File: config.mk
export PLATFORM = sky130hd
export DESIGN_NAME = seq_shift_add_mult_flat
export DESIGN_NICKNAME = d
export VERILOG_FILES = /design/src/rtl/seq_shift_add_mult_pkg.sv /design/src/rtl/seq_shift_add_mult_if.sv /design/src/rtl/adder.sv /design/src/rtl/seq_shift_add_mult_ctrl.sv /design/src/rtl/seq_shift_add_mult.sv /design/src/flat_wrapper.sv
export SDC_FILE = /design/constraint.sdc
export NUM_CORES = 1
export LEC_CHECK = 0
export CORE_MARGIN = 2
export CORE_UTILIZATION = 30
export DETAILED_ROUTE_END_ITERATION = 8
export HOLD_SLACK_MARGIN = 0.15
export PLACE_DENSITY = 0.47
export SETUP_SLACK_MARGIN = 0.5
export SLEW_MARGIN = 30
export SYNTH_ARGS = -nofsm -noshare
export SYNTH_HDL_FRONTEND = slang
export SYNTH_SLANG_ARGS = --single-unit
File: constraint.sdc
create_clock -name clk -period 4.75 [get_ports clk]
set_clock_uncertainty 0.1 [all_clocks]
set_input_delay 1.1875 -clock clk [delete_from_list [all_inputs] [get_ports clk]]
set_output_delay 1.1875 -clock clk [all_outputs]
set_load 0.02 [all_outputs]
File: src/rtl/seq_shift_add_mult_pkg.sv
// Shared types and constants for the iterative shift-add multiplier.
// Optional feature macro used by this block: MULT_EARLY_TERM_EN.
package mult_pkg;

  localparam int MULT_N = 8;

  typedef enum logic [1:0] {
    ST_IDLE = 2'd0,
    ST_RUN  = 2'd1,
    ST_DONE = 2'd2
  } state_e;

endpackage

File: src/rtl/seq_shift_add_mult_if.sv
// Start/busy/done handshake and operand/product bus of the shift-add multiplier.
interface seq_shift_add_mult_if
  import mult_pkg::*;
#(
  parameter int N = MULT_N
);

  logic         start;
  logic [N-1:0] a;
  logic [N-1:0] b;
  logic         busy;
  logic         done;
  logic [2*N-1:0] p;

  modport master (output start, a, b, input busy, done, p);
  modport slave  (input start, a, b, output busy, done, p);

endinterface

File: src/rtl/adder.sv
// Plain W-bit adder cell; carry-out is dropped.
module adder #(
  parameter int W = 16
) (
  input  logic [W-1:0] op_a,
  input  logic [W-1:0] op_b,
  output logic [W-1:0] sum
);

  assign sum = op_a + op_b;

endmodule

File: src/rtl/seq_shift_add_mult_ctrl.sv
// Sequencer for the shift-add multiplier: IDLE/RUN/DONE FSM plus iteration counter.
// Registered busy/done are decoded from the next state so they align with the state register.
module seq_mult_ctrl
  import mult_pkg::*;
#(
  parameter  int N     = MULT_N,
  localparam int CNT_W = $clog2(N)
) (
  input  logic             clk,
  input  logic             rst,
  input  logic             start,
  input  logic             last_iter,
  input  logic             mplier_zero,
  output logic             load,
  output logic             step,
  output logic             done,
  output logic             busy,
  output logic [CNT_W-1:0] cnt
);

  state_e           state_r;
  state_e           state_nxt_s;
  logic [CNT_W-1:0] cnt_r;
  logic             busy_r;
  logic             done_r;
  logic             busy_nxt_s;
  logic             done_nxt_s;
  logic             load_s;
  logic             step_s;

  // State, iteration counter and handshake output registers
  always_ff @(posedge clk or negedge rst) begin
    if (!rst) begin
      state_r <= ST_IDLE;
      cnt_r   <= {CNT_W{1'b0}};
      busy_r  <= 1'b0;
      done_r  <= 1'b0;
    end else begin
      state_r <= state_nxt_s;
      busy_r  <= busy_nxt_s;
      done_r  <= done_nxt_s;
      if (load_s) begin
        cnt_r <= {CNT_W{1'b0}};
      end else if (step_s) begin
        cnt_r <= cnt_r + CNT_W'(1);
      end else begin
        cnt_r <= cnt_r;
      end
    end
  end

  // Next-state decode; start outside IDLE is deliberately dropped
  always_comb begin
    state_nxt_s = state_r;
    case (state_r)
      ST_IDLE: begin
        if (start) begin
          state_nxt_s = ST_RUN;
        end else begin
          state_nxt_s = ST_IDLE;
        end
      end
      ST_RUN: begin
        if (last_iter || mplier_zero) begin
          state_nxt_s = ST_DONE;
        end else begin
          state_nxt_s = ST_RUN;
        end
      end
      ST_DONE: state_nxt_s = ST_IDLE;
      default: state_nxt_s = ST_IDLE;
    endcase
  end

  // Datapath strobes from the current state, handshake values from the next state
  always_comb begin
    load_s     = 1'b0;
    step_s     = 1'b0;
    busy_nxt_s = 1'b0;
    done_nxt_s = 1'b0;
    case (state_r)
      ST_IDLE: load_s = start;
      ST_RUN:  step_s = 1'b1;
      default: begin
        load_s = 1'b0;
        step_s = 1'b0;
      end
    endcase
    case (state_nxt_s)
      ST_RUN:  busy_nxt_s = 1'b1;
      ST_DONE: begin
        busy_nxt_s = 1'b1;
        done_nxt_s = 1'b1;
      end
      default: begin
        busy_nxt_s = 1'b0;
        done_nxt_s = 1'b0;
      end
    endcase
  end

  assign load = load_s;
  assign step = step_s;
  assign done = done_r;
  assign busy = busy_r;
  assign cnt  = cnt_r;

endmodule

File: src/rtl/seq_shift_add_mult.sv
// Iterative unsigned N x N shift-add multiplier reusing one 2N-bit adder.
// Define MULT_EARLY_TERM_EN to end RUN once the remaining multiplier bits are all zero.
module seq_shift_add_mult
  import mult_pkg::*;
#(
  parameter  int N     = MULT_N,
  localparam int CNT_W = $clog2(N)
) (
  input logic                 clk,
  input logic                 rst,
  seq_shift_add_mult_if.slave bus
);

  logic [2*N-1:0] mcand_r;
  logic [N-1:0]   mplier_r;
  logic [2*N-1:0] acc_r;
  logic [2*N-1:0] p_r;
  logic [2*N-1:0] mcand_nxt_s;
  logic [N-1:0]   mplier_nxt_s;
  logic [2*N-1:0] acc_nxt_s;
  logic [2*N-1:0] acc_step_s;
  logic [2*N-1:0] sum_s;
  logic [CNT_W-1:0] cnt_s;
  logic           load_s;
  logic           step_s;
  logic           last_iter_s;
  logic           mplier_zero_s;
  logic           fin_s;
  logic           busy_s;
  logic           done_s;

  seq_mult_ctrl #(.N(N)) u_ctrl (
    .clk         (clk),
    .rst         (rst),
    .start       (bus.start),
    .last_iter   (last_iter_s),
    .mplier_zero (mplier_zero_s),
    .load        (load_s),
    .step        (step_s),
    .done        (done_s),
    .busy        (busy_s),
    .cnt         (cnt_s)
  );

  adder #(.W(2*N)) u_add (
    .op_a (acc_r),
    .op_b (mcand_r),
    .sum  (sum_s)
  );

  assign last_iter_s = (cnt_s == CNT_W'(N-1));

`ifdef MULT_EARLY_TERM_EN
  // Looks at the value being shifted in this edge, so the last useful add still lands
  assign mplier_zero_s = (mplier_r[N-1:1] == {(N-1){1'b0}});
`else
  assign mplier_zero_s = 1'b0;
`endif

  assign fin_s = step_s & (last_iter_s | mplier_zero_s);

  // Load-versus-step muxes for the shift registers and accumulator
  always_comb begin
    if (mplier_r[0]) begin
      acc_step_s = sum_s;
    end else begin
      acc_step_s = acc_r;
    end
    if (load_s) begin
      mcand_nxt_s  = {{N{1'b0}}, bus.a};
      mplier_nxt_s = bus.b;
      acc_nxt_s    = {(2*N){1'b0}};
    end else if (step_s) begin
      mcand_nxt_s  = {mcand_r[2*N-2:0], 1'b0};
      mplier_nxt_s = {1'b0, mplier_r[N-1:1]};
      acc_nxt_s    = acc_step_s;
    end else begin
      mcand_nxt_s  = mcand_r;
      mplier_nxt_s = mplier_r;
      acc_nxt_s    = acc_r;
    end
  end

  // Datapath registers; p only moves on the final RUN edge
  always_ff @(posedge clk or negedge rst) begin
    if (!rst) begin
      mcand_r  <= {(2*N){1'b0}};
      mplier_r <= {N{1'b0}};
      acc_r    <= {(2*N){1'b0}};
      p_r      <= {(2*N){1'b0}};
    end else begin
      mcand_r  <= mcand_nxt_s;
      mplier_r <= mplier_nxt_s;
      acc_r    <= acc_nxt_s;
      if (fin_s) begin
        p_r <= acc_step_s;
      end else begin
        p_r <= p_r;
      end
    end
  end

  assign bus.busy = busy_s;
  assign bus.done = done_s;
  assign bus.p    = p_r;

endmodule
File: src/flat_wrapper.sv
// flat-port wrapper written by rule: the top's interface ports become plain ports
module seq_shift_add_mult_flat import mult_pkg::*;
#(
  parameter  int N     = MULT_N,
  localparam int CNT_W = $clog2(N)
)
  (clk, rst, bus_start, bus_a, bus_b, bus_busy, bus_done, bus_p);
  seq_shift_add_mult_if #(.N(N)) bus_i ();
  input logic clk;
  input logic rst;
  input wire logic [$bits(bus_i.start)-1:0] bus_start;
  input wire logic [$bits(bus_i.a)-1:0] bus_a;
  input wire logic [$bits(bus_i.b)-1:0] bus_b;
  output wire logic [$bits(bus_i.busy)-1:0] bus_busy;
  output wire logic [$bits(bus_i.done)-1:0] bus_done;
  output wire logic [$bits(bus_i.p)-1:0] bus_p;
  assign bus_i.start = bus_start;
  assign bus_i.a = bus_a;
  assign bus_i.b = bus_b;
  assign bus_busy = bus_i.busy;
  assign bus_done = bus_i.done;
  assign bus_p = bus_i.p;
  seq_shift_add_mult #(.N(N)) u_core (.clk(clk), .rst(rst), .bus(bus_i));
endmodule
# Yosys cells after proc, flatten, opt, wreduce, memory -nomap -nowiden

Cells that the tools add are included.

Logic and storage cells: 34
Flip-flop bits (word level): 63
Input bits: 19
Output and inout bits: 18

Multiplexer cells: 16
Equal/unequal tests: 4
$add $sub $neg: 2
Bitwise logic cells: 1
Reductions and logical operators: 3

Operators by type and width:

| kind                                                | count |
|---|---|
| two-way mux 16 bit                                  | 5 |
| adder 16 bit                                        | 1 |
| two-way mux 8 bit                                   | 2 |
| two-way mux 3 bit                                   | 2 |
| two-way mux 1 bit                                   | 5 |
| equality test 2 x 1 -> 1 bit, second input constant | 2 |
| one-hot mux 2 bit (2 select lines)                  | 1 |
| adder 3 x 1 -> 3 bit, second input constant         | 1 |
| equality test 3 bit, second input constant          | 1 |
| equality test 2 bit, second input constant          | 1 |
| zero test 2 bit                                     | 1 |
| two-way mux 2 bit                                   | 1 |
| nonzero test 2 bit                                  | 1 |
| OR reduction 2 bit                                  | 1 |
| bitwise AND 1 bit                                   | 1 |

# Longest topological paths before layout

Depth after elaboration: 6
Mapped depth: 9
Mapped depth without buffers: 9

# Hierarchy

From an unflattened synthesis, not the netlist that was laid out.

Cells, all modules: 352
Area total of the unflattened synthesis: 3,897.5 µm²

By module, submodules not included:

| module             | cells each | sequential area each (µm²) | area each (µm²) | times used |
|---|---|---|---|---|
| seq_shift_add_mult | 222        | 1,401.3                    | 2,742.6         | 1 |
| adder              | 107        | 0.0                        | 853.3           | 1 |
| seq_mult_ctrl      | 23         | 175.2                      | 301.5           | 1 |

# Worst setup path before layout

OpenSTA, ideal clock, no wires.

Kind: input -> register
From: input bus_start
To: register u_core.u_ctrl.busy_r (netlist: u_core.u_ctrl.busy)
Library setup time: 0.113 ns
Setup slack: 2.280 ns
Buffers on the path: 2
Arrival time: 2.257 ns
Data required time: 4.537 ns
Stages on the path: 6
Cell sequence: and2_1 > clkbuf_1 > clkbuf_1 > nor2_1 > ha_1 > inv_1

Cells in the longest elaborated chain, start to end: 5
Elaborated cells on any way between the ends: 6
Classes of those cells: 2 x eq/ne; 3 x mux; 1 x reduce/logical

Ends and longest elaborated chain:

| element                                                                    | RTL line                      | text |
|---|---|---|
| start, declared                                                            | flat_wrapper.sv:11            | `input wire logic [$bits(bus_i.start)-1:0] bus_start;` |
| two-way mux 1 bit (*)                                                      | seq_shift_add_mult_ctrl.sv:57 | `if (start) begin` |
| one-hot mux 2 bit (2 select lines) (*)                                     | seq_shift_add_mult_ctrl.sv:55 | `case (state_r)` |
| equality test 2 bit / equality test 2 x 1 -> 1 bit (equally long branches) | seq_shift_add_mult_ctrl.sv:89 | `case (state_nxt_s)` |
| OR reduction 2 bit (no line) (*)                                           | -                             |  |
| two-way mux 1 bit (*)                                                      | seq_shift_add_mult_ctrl.sv:89 |  |
| named net u_core.u_ctrl.busy_nxt_s                                         | seq_shift_add_mult_ctrl.sv:26 | `logic busy_nxt_s;` |
| end signal, assigned                                                       | seq_shift_add_mult_ctrl.sv:40 | `busy_r <= busy_nxt_s;` |
| end, declared                                                              | seq_shift_add_mult_ctrl.sv:24 | `logic busy_r;` |

Mark *: on every way through the listed nets, which the timed path passes. The rest lies on a longest branch.
A chain may end at the register's enable or synchronous reset.

# Worst setup path after layout

Ends and elaborated chain as after synthesis.

==> results.toml <==
[drt]
avgViaCountPerCell = 4.94
wl_per_cell_um = 14.6
dr.pass1.iters = 4
drtIter0Drc = 142
drtAntennaViolNets = 0
via_count = 2636
drc = 0
drt_wl_total_um = 7820

[placement]
dp_hpwl_um = 5360
io_buffers = 36
gp_congestion = 0.795
dpl.cell_count = 519

[pwr]
irDropWorstVdd_v = 0.000247
p_per_area_nw_per_um2 = 705
leakagePower_nw = 1.89
finalPower_mw = 2.87
combPwrFrac_pct = 49.6
seqPwrFrac_pct = 32.6
cellInternalPower_mw = 1.65
swShare_pct = 42.4
p_sw_mw = 1.21
p_clk_share_pct = 17.8

[clock_network]
cts_tree = "done"
cts_setup_buffers = 0
cts_htree_levels = 3
cts_hold_buffers = 0
cts_buffer_depth = 2
clockRootBuffer = "clkbuf_8"
clkTransAtPathRegs_ns = 0.07
clock_latency_ns = 0.34
cts_sinks = 63
post_cts_resized = 0
cts_buffers = 9

[worst_setup_path]
critPathLaunch = "bus_start"
reg2reg_depth = 9
crit_buf_inv = 3
critical_path_class = "in -> reg"
cpLargestDelayFamily = "buffers and inverters"
worstReg2RegEnd = "u_core.acc_r[14]$_DFFE_PN0P_"
cp.required_ns = 4.89
reg2reg_from = "u_core.acc_r[0]$_DFFE_PN0P_"
critPathCapture = "u_core.u_ctrl.busy$_DFF_PN0_"
slowest_delay_ns = 0.59
ff2ff_setup_slack_ns = 2.13
path_cells = "clkdlybuf4s50_1 > and2_1 > buf_4 > nor2_1 > ha_1 > inv_1"
arrival_ns = 2.95
crit_cells = 6
crit_path_max_fanout = 18
endpoint_kind = "register"
cp_slowest_cell = "and2_1"
worstSetupStartpointType = "input port"

[sta]
post-route-period-util_pct = 59.2
finalHoldViolCount = 0
setup_viol = 0
slew_headroom_pct = 44.3
worst_pin_slew_ns = 0.836
grt_setup_unrepaired = "false"
fin_tns_setup_ns = 0
fmax_mhz = 356
finalCriticalPeriod_ns = 2.81
finalMaxSlewViolations = 0

[grt]
grt_max_degree = 41
grt_overflow = 0
grt_pass1_vias = 2703
grt_usage_pct = 14.6
grt_pass1_wl_um = 13500
antenna_found_initial = 0

[synthesis]
netlist.area_leader.share_pct = 47.1
ys_top_cells_by_area = "dfrtp_1 47%, nand2_1 9.3%, ha_1 6.7%"
synth_top_flop_cell = "dfrtp_1"
ys_ff_latch = 63
synth_warnings = 0
syn_area_per_cell_um2 = 9.39
syn_nets = 394
synth.distinct_cells = 42
synth_area_um2 = 3340
syn_inst = 356
synth_edf_count = 0
ys_async_sr_fraction_pct = 100
seq_area_frac_synth_pct = 47.1
yosys.area.top_type = "dfrtp_1"

[finish]
multiInputGateArea_um2 = 1680
drive_above_1_share_pct = 7.61
syn_to_final_growth_pct = 21.7
seq_area_um2 = 1580
finish.utilization_pct = 37.5
fin_nets = 428
final_cell_count_no_fill = 534
num_antenna_cells = 0
fill_cells = 1125

[floorplan]
die_h_um = 110
start_util_pct = 30.9
io_pins = 37
die_w_um = 110
rows = 38
core-area_um2 = 10800
dieArea_um2 = 12000

[hold_path]
hold_path_class = "reg -> reg"
hp-start = "u_core.bus.p[8]$_DFFE_PN0P_"

[job]
drv_cap = 0

[outcome]
status = "finished clean"
==> cell type report <==
class / instances / share of cell area (%)
clock buffers: 13 / 4.40
clock inverters: 2 / 0.923
inverters: 6 / 0.554
multi-input cells: 269 / 41.4
flip-flops and latches: 63 / 38.7
well taps: 140 / 4.31
repair buffers: 41 / 9.72
==> tightest hold or removal path, stage by stage, from the launching register on <==
cell and delay, ns:
dfrtp_1 0.34, nand2_1 0.05, o21ai_0 0.06
==> cells by family after synthesis <==
family	share of synthesized area, %
AND/OR/NAND/NOR	18.4
AO/OA/AOI/OAI	17.9
flip-flops	47.1
buffers and inverters	2.77
adder cells (fa/ha/maj)	7.33
XOR/XNOR	3.40
multiplexers	2.99
==> through the flow <==
step	cell area [um^2]	hold WS (ns)	setup slack (ns)
after floorplan	3340	0.347	2.28
after global placement	3840	0.360	1.52
after detailed placement	3850	0.363	1.52
after CTS	4060	0.380	1.87
after global routing	4070	0.407	1.79
final	4070	0.377	1.94
==> layout by cell type, fill, tap and decap left out, types with 3 or more instances in the layout <==
cell	instances
a21o_1	3
a21oi_1	13
a22o_1	9
a22oi_1	14
a31oi_1	4
and2_1	3
buf_4	6
clkbuf_8	13
clkdlybuf4s50_1	35
dfrtp_1	63
ha_1	18
inv_1	6
mux2i_1	10
nand2_1	83
nand2b_1	3
nand3_1	11
nand3b_1	3
nor2_1	11
nor2b_1	3
nor3b_1	5
o21ai_0	32
xnor2_1	4
xor2_1	9
==> how the worst min path moves through the flow <==
stage                                      to  slack (ns)  cells past startpoint
2_1_floorplan  u_core.mplier_r[1]$_DFFE_PN0P_        0.35                      2
3_3_place_gp   u_core.mplier_r[2]$_DFFE_PN0P_        0.36                      2
3_5_place_dp   u_core.mplier_r[1]$_DFFE_PN0P_        0.36                      2
4_1_cts        u_core.mplier_r[1]$_DFFE_PN0P_        0.38                      2
5_1_grt          u_core.bus.p[11]$_DFFE_PN0P_        0.41                      2
6_report          u_core.bus.p[8]$_DFFE_PN0P_        0.38                      2
==> state kept, by name, summed over array words and instances, names as in the netlist <==
name / flops
u_core.mcand_r: 16
u_core.u_ctrl.busy: 1
u_core.acc_r: 16
u_core.u_ctrl.state_r: 2
u_core.u_ctrl.cnt: 3
u_core.u_ctrl.done: 1
u_core.bus.p: 16
u_core.mplier_r: 8
==> per-layer routing <==
layer	global-route usage, %	up-vias	share of wire [%]
met5	0	-	0
met4	5.97	0	1.4
met3	2.19	10	2.8
met2	22.8	40	45
met1	20.3	1264	51
li1	-	1322	-
==> power groups by stage <==
stage / clock network (mW) / registers, mW / logic (mW)
4_1_cts: 0.528 / 0.936 / 1.44
3_5_place_dp: 0 / 0.945 / 1.43
6_report: 0.511 / 0.934 / 1.42
3_3_place_gp: 0 / 0.942 / 1.42
2_1_floorplan: 0 / 0.968 / 0.980
5_1_grt: 0.554 / 0.967 / 1.62
==> synth_stat cells, types with 3 or more instances <==
master / count
dfrtp_1: 63
a21oi_1: 13
nand3b_1: 3
a22o_1: 9
a21o_1: 3
nor3b_1: 5
o21ai_0: 32
nand3_1: 11
mux2i_1: 10
xnor2_1: 4
a22oi_1: 14
clkbuf_1: 14
inv_1: 6
nor2b_1: 4
nor2_1: 13
and2_1: 3
xor2_1: 9
ha_1: 18
nand2_1: 83
a31oi_1: 4
nand2b_1: 3
(Power assumes the default switching activity.)
